===== src/rtl/ifu_pkg.sv =====
// Shared types and constants for the IFU instruction queue.
// Widths default here unless INST_DATA_WIDTH / INST_ADDR_WIDTH are predefined.
`ifndef INST_DATA_WIDTH
`define INST_DATA_WIDTH 32
`endif
`ifndef INST_ADDR_WIDTH
`define INST_ADDR_WIDTH 32
`endif

package ifu_pkg;

    localparam int unsigned INST_DATA_W = `INST_DATA_WIDTH;
    localparam int unsigned INST_ADDR_W = `INST_ADDR_WIDTH;

    localparam logic [INST_DATA_W-1:0] IQ_NOP_INST = INST_DATA_W'(32'h0000_0013);

    typedef struct packed {
        logic [INST_DATA_W-1:0] inst;
        logic [INST_ADDR_W-1:0] addr;
        logic                   branch_taken;
        logic                   resp_err;
    } iq_entry_t;

endpackage


===== src/rtl/ifu_iq_ptr.sv =====
// Wrap-bit queue pointer with increment and parallel load.
module ifu_iq_ptr #(
    parameter int unsigned W = 3
) (
    input  logic         clk,
    input  logic         rst_n,
    input  logic         inc,
    input  logic         load,
    input  logic [W-1:0] load_val,
    output logic [W-1:0] ptr
);

    // Load wins over increment so a flush overrides a concurrent pop.
    always_ff @(posedge clk or negedge rst_n) begin
        if (!rst_n) begin
            ptr <= '0;
        end else if (load) begin
            ptr <= load_val;
        end else if (inc) begin
            ptr <= ptr + W'(1);
        end
    end

endmodule


===== src/rtl/ifu_inst_queue.sv =====
// Fetch-to-decode instruction queue with flush and errored-fetch substitution.
// Optional zero-latency empty-queue bypass under IFU_IQ_BYPASS_EN.
module ifu_inst_queue
    import ifu_pkg::*;
#(
    parameter int unsigned            DEPTH    = 4,
    parameter logic [INST_DATA_W-1:0] NOP_INST = IQ_NOP_INST
) (
    input  logic                           clk,
    input  logic                           rst_n,
    input  logic                           flush_i,
    input  logic                           in_valid_i,
    output logic                           in_ready_o,
    input  logic [INST_DATA_W-1:0]         in_inst_i,
    input  logic [INST_ADDR_W-1:0]         in_addr_i,
    input  logic                           in_branch_taken_i,
    input  logic                           in_resp_err_i,
    output logic                           out_valid_o,
    input  logic                           out_ready_i,
    output logic [INST_DATA_W-1:0]         out_inst_o,
    output logic [INST_ADDR_W-1:0]         out_addr_o,
    output logic                           out_branch_taken_o,
    output logic                           out_resp_err_o,
    output logic [$clog2(DEPTH):0]         count_o
);

    localparam int unsigned IW = $clog2(DEPTH);
    localparam int unsigned PW = IW + 1;

    iq_entry_t         mem [DEPTH];
    logic [DEPTH-1:0]  valid_q;
    logic [PW-1:0]     wr_ptr;
    logic [PW-1:0]     rd_ptr;
    logic [PW-1:0]     count_q;
    logic [IW-1:0]     wr_idx;
    logic [IW-1:0]     rd_idx;
    logic              full;
    logic              empty;
    logic              bypass;
    logic              push;
    logic              pop;
    iq_entry_t         head;

    assign wr_idx = wr_ptr[IW-1:0];
    assign rd_idx = rd_ptr[IW-1:0];
    assign full   = (wr_idx == rd_idx) && (wr_ptr[IW] != rd_ptr[IW]);
    assign empty  = (wr_ptr == rd_ptr);

`ifdef IFU_IQ_BYPASS_EN
    assign bypass = empty && in_valid_i && out_ready_i && !flush_i;
`else
    assign bypass = 1'b0;
`endif

    assign in_ready_o  = !full && !flush_i;
    assign out_valid_o = (!empty && !flush_i) || bypass;
    assign push        = in_valid_i && in_ready_o && !bypass;
    assign pop         = !empty && !flush_i && out_ready_i;
    assign count_o     = count_q;

    ifu_iq_ptr #(.W(PW)) u_wr_ptr (
        .clk      (clk),
        .rst_n    (rst_n),
        .inc      (push),
        .load     (1'b0),
        .load_val ('0),
        .ptr      (wr_ptr)
    );

    ifu_iq_ptr #(.W(PW)) u_rd_ptr (
        .clk      (clk),
        .rst_n    (rst_n),
        .inc      (pop),
        .load     (flush_i),
        .load_val (wr_ptr),
        .ptr      (rd_ptr)
    );

    // Entry payload needs no reset; the output mux hides stale data.
    always_ff @(posedge clk) begin
        if (push) begin
            mem[wr_idx] <= '{inst:         in_inst_i,
                             addr:         in_addr_i,
                             branch_taken: in_branch_taken_i,
                             resp_err:     in_resp_err_i};
        end
    end

    always_ff @(posedge clk or negedge rst_n) begin
        if (!rst_n) begin
            valid_q <= '0;
            count_q <= '0;
        end else if (flush_i) begin
            valid_q <= '0;
            count_q <= '0;
        end else begin
            if (pop) begin
                valid_q[rd_idx] <= 1'b0;
            end
            if (push) begin
                valid_q[wr_idx] <= 1'b1;
            end
            count_q <= count_q + PW'(push) - PW'(pop);
        end
    end

    // Head select: bypassed input, stored head, or reset values when empty.
    always_comb begin
        head = '{inst: NOP_INST, addr: '0, branch_taken: 1'b0, resp_err: 1'b0};
        if (bypass) begin
            head = '{inst:         in_inst_i,
                     addr:         in_addr_i,
                     branch_taken: in_branch_taken_i,
                     resp_err:     in_resp_err_i};
        end else if (!empty && valid_q[rd_idx]) begin
            head = mem[rd_idx];
        end
    end

    assign out_inst_o         = head.resp_err ? NOP_INST : head.inst;
    assign out_addr_o         = head.addr;
    assign out_branch_taken_o = head.branch_taken;
    assign out_resp_err_o     = head.resp_err;

endmodule


===== config.mk =====
export PLATFORM = sky130hd
export DESIGN_NAME = ifu_inst_queue
export DESIGN_NICKNAME = d
export VERILOG_FILES = /design/src/rtl/ifu_pkg.sv /design/src/rtl/ifu_iq_ptr.sv /design/src/rtl/ifu_inst_queue.sv
export SDC_FILE = /design/constraint.sdc
export NUM_CORES = 1
export LEC_CHECK = 0
export CAP_MARGIN = 20
export CORE_AREA = 8 8 158 160
export CTS_BUF_LIST = sky130_fd_sc_hd__clkbuf_16
export DETAILED_ROUTE_END_ITERATION = 8
export DIE_AREA = 0 0 166 168
export GPL_TIMING_DRIVEN = 1
export PLACE_DENSITY_LB_ADDON = 0.2
export SETUP_SLACK_MARGIN = 0.02
export SYNTH_ARGS = -nofsm -noshare
export SYNTH_HDL_FRONTEND = slang
export SYNTH_SLANG_ARGS = --single-unit

===== constraint.sdc =====
create_clock -name clk -period 3 [get_ports clk]
set_input_delay 0.45 -clock clk [delete_from_list [all_inputs] [get_ports clk]]
set_output_delay 0.45 -clock clk [all_outputs]
set_load 0.03 [all_outputs]

==> flow_summary_export.csv <==
group,metric,value,unit
layout,drive_gt1_frac,0.271,
grt,grt_max_degree,38,
grt,antenna_found_initial,4,
logic_synthesis,yosys.area.top_type,"edfxtp_1",
logic_synthesis,ys_seq_area_frac,0.747,
floorplan,core,22400,um^2
clock_network,clock_sinks,277,
grt,grt.overflow.total,0,
logic_synthesis,synth_top_area_share,0.717,
logic_synthesis,synth_area,11100,um^2
worst_setup_path,crit_fanout,17,
floorplan,initial_utilization,0.494,
floorplan,fp-row-count,55,
logic_synthesis,synthesis.nets,595,
worst_setup_path,endpoint_kind,"output port",
outcome,outcome,"finished, final reports clean",
layout,final_cell_count_no_fill,987,
floorplan,die-area,27900,um^2
sta,hold_ws,0.316,ns
clock_network,clock_latency,0.53,ns
layout,final_util,0.622,
logic_synthesis,yosys_register_bits,277,
pwr,pwr-share-comb,0.337,
detailed_routing,drt_wl_total,22.0,mm
worst_setup_path,cp.required,2.55,ns
logic_synthesis,synth.avg_cell_area,21.5,um^2
placed_design,dpl_cell_area,12900,um^2
sta,fmax,347,MHz
sta,max_slew_margin,0.571,
logic_synthesis,netlist_instances,513,
layout,layout_common_cells,"edfxtp_1 (264), clkdlybuf4s50_1 (73), mux4_2 (67)",
placed_design,dp.cells,933,
detailed_routing,wl_per_cell,22.3,um
logic_synthesis,synth.distinct_cells,35,
logic_synthesis,synth_warnings,0,
sta,worstMarginPinSlew,0.641,ns
floorplan,die_y,168,um
clock_network,ctsRootBufferMaster,"clkbuf_16",
worst_hold_path,min_path_type,"in -> async",
clock_network,htree_levels,1,
clock_network,cts_made_buffers,28,
detailed_routing,drt_first_pass_iters,4,
pwr,clkPwrFrac,0.269,
sta,grt_setup_unrepaired,"false",
pwr,power.internal,8750,uW
grt,grt_pass1_vias,6110,
detailed_routing,first_iter_violations,334,
grt,grt_pass1_wl,34.9,mm
floorplan,die_w,166,um
layout,ff_latch_area,8260,um^2
pwr,p_leak,0.00494,uW
worst_setup_path,ff2ff_path_depth,11,
layout,final_common_cell,"edfxtp_1",
floorplan,io_pins,142,
logic_synthesis,synth_area_leaders,"edfxtp_1 (72%), mux4_2 (14%), dfrtp_1 (2.9%), nor3b_2 (2.3%), nor2b_1 (2.0%)",
pwr,seq_power_share,0.393,
placed_design,hpwl,13.6,mm
sta,period_minus_slack,2.88,ns
clock_network,cts_tree,"built",
sta,drv_slew,0,
sta,setup-violations-final,0,
run,maxCapViolCount,0,
clock_network,cts_max_path_buffers,3,
worst_setup_path,crit_path_start_kind,"flop",
clock_network,cts_hold_buf,0,
pwr,powerDensity,909,nW/um^2
sta,final_min_period_over_clock_period,0.961,
layout,fin_nets,760,
detailed_routing,vias,5484,
layout,fillCellCount,1566,
layout,multi_input_area,2610,um^2
sta,hold_viol,0,
sta,finClkSkew,0.00729,ns
worst_setup_path,crit_type,"reg -> out",
layout,design_area,13900,um^2
layout,area_delta_synth_final,25.9,%
pwr,p_sw_frac,0.308,
clock_network,path_clk_slew,0.06,ns
worst_setup_path,cp.arrival,2.43,ns
detailed_routing,ant_nets,0,
grt,track_usage,0.158,
detailed_routing,vias_per_cell,5.56,
placed_design,gp_congestion,0.763,
pwr,peakVddDrop,0.624,mV
placed_design,port_buffers,141,
detailed_routing,remaining_drc_errors,0,
pwr,p_sw,3900,uW
==> routing by layer <==
layer	GRT usage	vias up	wire [um]
met5	0	-	35
met1	0.192	2827	8930
met4	0.0474	6	539
met2	0.272	170	11000
met3	0.0461	45	1560
li1	-	2436	-
==> cell families (layout without fill, tap and decap cells) <==
logic type,Yosys count,after routing,synth area share
other,0,2,0
and+or+nand+nor,90,90,0.0616
DFF,277,277,0.747
AOI/OAI and AO/OA,18,18,0.0146
buffers and inverters,41,228,0.0202
xor gates and xnor gates,8,8,0.00634
adders and majority gates,11,11,0.0131
muxes,68,68,0.138
==> flip-flops by register name (all words and copies together), names as in the netlist <==
register / flops
mem: 264
valid_q: 4
count_o: 3
u_rd_ptr.ptr: 3
u_wr_ptr.ptr: 3
==> worst max-delay path, cell delays in order (launching register included) <==
cell	delay, ns
dfrtp_4	0.49
mux4_2	0.55
o31ai_4	0.12
buf_6	0.26
nor2b_1	0.10
dlygate4sd2_1	0.37
==> cell type report <==
class | count | share of cell area
flip-flops and latches | 277 | 0.594
multi-input cells | 195 | 0.187
repair buffers | 167 | 0.125
clock buffers | 29 | 0.0521
well taps | 285 | 0.0256
clock inverters | 23 | 0.0140
inverters | 9 | 0.00252
diodes | 2 | 0.000360
==> final timing paths <==
path	from	endpoint	slack, ns
hold reg to reg	valid_q[2]	valid_q[2]	0.54
setup / recovery	u_rd_ptr.ptr[0]	out_addr_o[13]	0.12
setup reg to reg	u_rd_ptr.ptr[0]	count_o[2]	0.40
max in group asynchronous	rst_n	u_rd_ptr.ptr[1]	2.20
hold / removal	rst_n	count_o[0]	0.32
min in group clk	valid_q[2]	valid_q[2]	0.54
==> through the flow <==
step | power [uW] | setup slack, ns | TNS (ns)
6_report | 12600 | 0.117 | 0
5_1_grt | 13200 | 0.0235 | 0
4_1_cts | 12800 | -0.159 | -1.87
3_5_place_dp | 9410 | 0.349 | 0
3_3_place_gp | 9320 | 0.364 | 0
2_1_floorplan | 7940 | 0.152 | 0
==> cells in the mapped netlist <==
| cell type | instances |
|---|---|
| a2bb2oi_1 | 1 |
| a31oi_1 | 1 |
| a32o_1 | 4 |
| and2_1 | 3 |
| buf_2 | 16 |
| buf_4 | 5 |
| buf_6 | 4 |
| clkbuf_1 | 7 |
| dfrtp_1 | 13 |
| edfxtp_1 | 264 |
| fa_1 | 1 |
| ha_1 | 10 |
| inv_1 | 9 |
| mux2_1 | 1 |
| mux4_2 | 67 |
| nand2_1 | 1 |
| nand2b_1 | 3 |
| nand3_1 | 2 |
| nor2_1 | 7 |
| nor2b_1 | 36 |
| nor3_1 | 2 |
| nor3b_1 | 10 |
| nor3b_2 | 20 |
| o211a_1 | 1 |
| o211ai_1 | 1 |
| o311ai_0 | 6 |
| o311ai_1 | 1 |
| o31a_1 | 1 |
| o31ai_1 | 1 |
| o41a_1 | 1 |
| or3_1 | 3 |
| or3b_2 | 1 |
| or4_1 | 2 |
| xnor2_1 | 4 |
| xor2_1 | 4 |
==> power groups by stage <==
stage | Sequential [uW] | Combinational, uW | Clock, uW
6_report | 4980 | 4270 | 3410
4_1_cts | 4980 | 4350 | 3490
3_5_place_dp | 5050 | 4360 | 0
5_1_grt | 5020 | 4590 | 3640
3_3_place_gp | 5020 | 4300 | 0
2_1_floorplan | 5020 | 2920 | 0
==> repair_timing <==
item,CTS,global route
endpoints found under the setup margin,55,22
resized for setup,38,18
pin swaps,0,0
setup buffers,0,0
No activity file was read; power rests on OpenSTA's default activity.
